**src/rtl/mv_result_display.sv**
```systemverilog
// Shows a captured 6-bit product on one 7-segment digit as high hex digit, gap, low hex digit, gap, repeating.
// Optional macro MV_DISP_DP_EN lights the decimal point while the high digit is shown.
module mv_result_display #(
    parameter logic [23:0] MAX_COUNT   = 24'd10_000_000,
    parameter logic [23:0] BLANK_COUNT = 24'd1_000_000
) (
    input  logic       clk,
    input  logic       rst,
    input  logic [5:0] result,
    input  logic       result_valid,
    output logic [6:0] seg,
    output logic       dp,
    output logic       busy,
    output logic [2:0] dbg_state
);

    // result_valid is a one-cycle strobe with no back-pressure: the value present on
    // result at any edge where result_valid=1 is taken, and the display restarts from HI.

    typedef enum logic [2:0] {
        IDLE  = 3'd0,
        HI    = 3'd1,
        GAP_H = 3'd2,
        LO    = 3'd3,
        GAP_L = 3'd4
    } state_t;

    state_t      state_q, state_d;
    logic [5:0]  val_q, val_d;
    logic [23:0] cnt_q, cnt_d;
    logic [6:0]  seg_q, seg_d;
    logic        busy_q, busy_d;

    function automatic logic [6:0] hex_font(input logic [3:0] d);
        logic [6:0] f;
        case (d)
            4'h0: f = 7'h3F;
            4'h1: f = 7'h06;
            4'h2: f = 7'h5B;
            4'h3: f = 7'h4F;
            4'h4: f = 7'h66;
            4'h5: f = 7'h6D;
            4'h6: f = 7'h7D;
            4'h7: f = 7'h07;
            4'h8: f = 7'h7F;
            4'h9: f = 7'h6F;
            4'hA: f = 7'h77;
            4'hB: f = 7'h7C;
            4'hC: f = 7'h39;
            4'hD: f = 7'h5E;
            4'hE: f = 7'h79;
            default: f = 7'h71;
        endcase
        return f;
    endfunction

    always_comb begin
        state_d = state_q;
        val_d   = val_q;
        cnt_d   = cnt_q;
        // A strobe outranks any dwell/blank expiry in the same cycle.
        if (result_valid) begin
            val_d   = result;
            state_d = HI;
            cnt_d   = '0;
        end else begin
            case (state_q)
                IDLE: cnt_d = '0;
                HI: begin
                    if (cnt_q == MAX_COUNT - 24'd1) begin
                        state_d = GAP_H;
                        cnt_d   = '0;
                    end else begin
                        cnt_d = cnt_q + 24'd1;
                    end
                end
                GAP_H: begin
                    if (cnt_q == BLANK_COUNT - 24'd1) begin
                        state_d = LO;
                        cnt_d   = '0;
                    end else begin
                        cnt_d = cnt_q + 24'd1;
                    end
                end
                LO: begin
                    if (cnt_q == MAX_COUNT - 24'd1) begin
                        state_d = GAP_L;
                        cnt_d   = '0;
                    end else begin
                        cnt_d = cnt_q + 24'd1;
                    end
                end
                GAP_L: begin
                    if (cnt_q == BLANK_COUNT - 24'd1) begin
                        state_d = HI;
                        cnt_d   = '0;
                    end else begin
                        cnt_d = cnt_q + 24'd1;
                    end
                end
                default: begin
                    state_d = IDLE;
                    cnt_d   = '0;
                end
            endcase
        end

        // Outputs are decoded from the next state so they register alongside it.
        seg_d = 7'h00;
        case (state_d)
            HI:      seg_d = hex_font({2'b00, val_d[5:4]});
            LO:      seg_d = hex_font(val_d[3:0]);
            default: seg_d = 7'h00;
        endcase
        busy_d = (state_d != IDLE);
    end

`ifdef MV_DISP_DP_EN
    logic dp_q, dp_d;
    assign dp_d = (state_d == HI);
    assign dp   = dp_q;
`else
    assign dp = 1'b0;
`endif

    always_ff @(posedge clk or posedge rst) begin
        if (rst) begin
            state_q <= IDLE;
            val_q   <= '0;
            cnt_q   <= '0;
            seg_q   <= 7'h00;
            busy_q  <= 1'b0;
`ifdef MV_DISP_DP_EN
            dp_q    <= 1'b0;
`endif
        end else begin
            state_q <= state_d;
            val_q   <= val_d;
            cnt_q   <= cnt_d;
            seg_q   <= seg_d;
            busy_q  <= busy_d;
`ifdef MV_DISP_DP_EN
            dp_q    <= dp_d;
`endif
        end
    end

    assign seg       = seg_q;
    assign busy      = busy_q;
    assign dbg_state = state_q;

endmodule

```
**config.mk**
```make
export PLATFORM = sky130hd
export DESIGN_NAME = mv_result_display
export DESIGN_NICKNAME = d
export VERILOG_FILES = /design/src/rtl/mv_result_display.sv
export SDC_FILE = /design/constraint.sdc
export NUM_CORES = 1
export LEC_CHECK = 0
export CAP_MARGIN = 15
export CORE_ASPECT_RATIO = 0.9
export CORE_MARGIN = 10
export CORE_UTILIZATION = 30
export CTS_BUF_LIST = sky130_fd_sc_hd__clkbuf_8 sky130_fd_sc_hd__clkbuf_16
export DETAILED_ROUTE_END_ITERATION = 7
export GPL_ROUTABILITY_DRIVEN = 0
export GPL_TIMING_DRIVEN = 0
export PLACE_DENSITY_LB_ADDON = 0.08
export SLEW_MARGIN = 20
export SYNTH_ARGS = -nofsm -noshare
export SYNTH_HDL_FRONTEND = slang
export SYNTH_SLANG_ARGS = --single-unit
```
**constraint.sdc**
```tcl
create_clock -name clk -period 3.01 [get_ports clk]
set_input_delay 0.301 -clock clk [delete_from_list [all_inputs] [get_ports clk]]
set_output_delay 0.301 -clock clk [all_outputs]
set_load 0.005 [all_outputs]
```
==> impl_results.md, run 1 <==
* Status: completed
* Mapped Nets at roughly 240
* Post-route ant nets at 0
* Worst reg-to-reg setup slack at between 0.15 and 0.2 ns
* Residual DRC count at 0
* H-Tree Depth at 2
* Power Density at slightly above 400 nW/um^2
* First-pass GRT wire length at ~8600 um
* Gr usage total at 9.68%
* Fillers at 768
* Clk slew on worst S/H paths at ~0.080 ns
* CTS buffer count at 5
* Starting Density at 30.8%
* Worst Max-Slew Pin Slew at ~0.90 ns
* Diode count at 0
* Initial DRC count at 80
* Path type of the worst setup path: reg -> reg
* Routed wire length at between 5000 and 6000 um
* Most common cell in the netlist: dfrtp_1
* R2R cell count at 7
* Die area at 11100 um^2
* Worst reg2reg startpoint: cnt_q[13]
* Initial antenna violation count at 0
* Worst skew pair latency at 0.29 ns
* RSZ-0062 raised after global routing: false
* Library cells used by synthesis at 45
* Primary FF master, synth: dfrtp_1
* Setup crit end kind: register
* Avg Cell Area, Syn at roughly 9.6 um^2
* Number of flops mapped to enable cells by yosys at 0
* Layout cells sized above 1 at under 10%
* RR Endpoint: seg[1]
* Worst Path Required at ~3.2 ns
* CP startpoint kind: register
* Synth Warn # at 0
* Register area share after synthesis at between 40% and 50%
* # setup viols final at 0
* Die W at around 110 um
* Max-cap violations at 0
* Finished Core Util at a little under two fifths
* Commonest cells post-synth: dfrtp_1 (41), nor2_1 (39), xor2_1 (15)
* Cells after synthesis at 228
* Worst VDD drop at between 0.00015 and 0.0002 V
* Clock tree sinks at a little over 40
* Final slew viol count at 0
* Hold Path Class: in -> async
* Tcrit/Tclk final at between 90 and 100%
* P_leak at 1.08 nW
* Post-synth top area share at 47.0%
* Overall power at approximately 0.0011 W
* Nets at between 200 and 300
* Hold_buf cts at 0
* TritonRoute pass-1 iters at 5
* Vias in the first global route at 1697
* Core footprint at between 7000 and 8000 um^2
* CP Max Fanout at 9
* Synth top area cells: dfrtp_1 (47%), nor2_1 (6.7%), xor2_1 (6.0%)
* Setup TNS at 0 ns
* Fin Hold WS at between 0.3 and 0.4 ns
* Final hold violations at 0
* Fmax at 0.355 GHz
* Routed len/inst at 14.4 um
* Worst Path Arrival at around 3 ns
* Synth area leader: dfrtp_1
* Via density at about 5
* Buffer depth of the longest clock path at 2
* Setup Skew at approximately 0.0058 ns
* Largest net degree at the start of global routing at 25
* DIE HEIGHT at between 100 and 150 um
* Slew headroom at about two fifths
* Port Buf Inserts at 18
* CTS tree: done
* GRT overflow at 0
* DP HPWL at 3630 um
* Crit path time final at around 2.8 ns
* Num ports at 21
* Area grow syn2layout at 19.1%
* Cell Area, Synth at about 2200 um^2
* FF+latch count, synth at slightly above 40
* Num rows at 29
* Root Buffer: clkbuf_8
* Vias at approximately 1700
* FFs w/ async S/R, synth at between 90% and 100%
[state kept, by name, indices dropped and copies added, names as in the netlist]
signal	flops
busy	1
cnt_q	24
dbg_state	3
seg	7
val_q	6
[routing by layer]
metal  global-route usage [%]  routed length, um  up-vias
li1                         -                  -      837
met1                     13.6               2560      832
met2                     13.8               2170       31
met3                     2.62                220        6
met4                     3.30                 63        0
met5                        0                  0        -
[how the worst max path moves through the flow]
stage | slack [ns] | start | depth (start not counted) | endpoint
after CTS | 0.09 | cnt_q[13] | 7 | seg[0]
after detailed placement | 0.12 | cnt_q[13] | 7 | seg[0]
after global routing | 0.05 | cnt_q[13] | 7 | seg[1]
after floorplan | 0.57 | cnt_q[13] | 7 | seg[0]
after global placement | 0.12 | cnt_q[13] | 7 | seg[0]
final | 0.20 | cnt_q[13] | 7 | seg[1]
[per-stage QoR]
step / setup WS (ns) / area [um^2] / cells
floorplan: 0.567 / 2180 / 228
global placement: 0.116 / 2480 / 339
detailed placement: 0.118 / 2500 / 340
CTS: 0.0950 / 2580 / 348
global route: 0.0513 / 2600 / 348
finish: 0.196 / 2600 / 348
[cell usage in the layout (no fill, tap or decap), types with 3 or more instances in the layout]
| cell | instances |
|---|---|
| a21oi_1 | 12 |
| and3_1 | 5 |
| buf_2 | 3 |
| clkbuf_1 | 4 |
| clkbuf_8 | 5 |
| clkdlybuf4s50_1 | 18 |
| dfrtp_1 | 41 |
| ha_1 | 6 |
| inv_1 | 13 |
| mux2i_1 | 4 |
| nand2_1 | 13 |
| nand3_1 | 9 |
| nand4_1 | 9 |
| nor2_1 | 39 |
| o211ai_1 | 3 |
| o21ai_0 | 3 |
| or4b_1 | 3 |
| xnor2_1 | 9 |
| xor2_1 | 15 |
[critical path, stage by stage (launching register included)]
cell and delay, ns:
dfrtp_1 0.42, or4b_1 0.53, or4_1 0.53, buf_2 0.20, or4b_1 0.54, a21oi_2 0.21
a211oi_4 0.10, a21oi_1 0.20
[report_power, final]
group / internal [W] / total (W) / switching [W]
clock network: 0.000158 / 0.000355 / 0.000198
logic: 0.0000634 / 0.000143 / 0.0000794
registers: 0.000570 / 0.000579 / 0.00000973
total: 0.000791 / 0.00108 / 0.000287
[kinds of logic after synthesis]
group | count (synthesis) | share of synthesized area [%]
and+or+nand+nor | 92 | 21.3
DFF | 41 | 47.0
AOI/OAI and AO/OA | 37 | 11.6
xor gates and xnor gates | 24 | 9.63
buffers and inverters | 21 | 3.96
adders and majority gates | 6 | 3.44
muxes | 6 | 2.87
other | 1 | 0.172
[layout make-up]
class / instances / area (um^2) / share of cell area, %
buffer: 8 / 37.5 / 1.44
clock buffer: 5 / 68.8 / 2.65
clock inverter: 3 / 13.8 / 0.530
inverter: 13 / 48.8 / 1.88
multi-input combinational: 166 / 1090 / 41.8
sequential: 41 / 1030 / 39.5
tap: 93 / 116 / 4.48
timing repair buffer: 19 / 200 / 7.70
[timing repair]
action	4_1_cts	5_1_grt
setup endpoints to repair	0	9
buffers inserted	0	0
hold endpoints to repair	0	0
gates resized for setup	0	3
Note: power is estimated with default switching activity, not from simulation.
==> inputs of run 2 (changes only) <==
ABC_CLOCK_PERIOD_IN_PS = 3000   (was default)
GPL_ROUTABILITY_DRIVEN = default   (was 0)
clock period = 3 ns   (was 3.01 ns; I/O delays follow)
==> results of run 2 <==
The final DEF is identical to that of run 1. Status: completed.
Main changes from that run: setup slack after placement 0.118 ns -> 0.108 ns; setup slack after layout 0.196 ns -> 0.186 ns; hold slack 0.317 ns -> 0.316 ns; register-to-register setup slack 0.20 ns -> 0.19 ns; worst IR drop on VDD 0.000174 V -> 0.000175 V
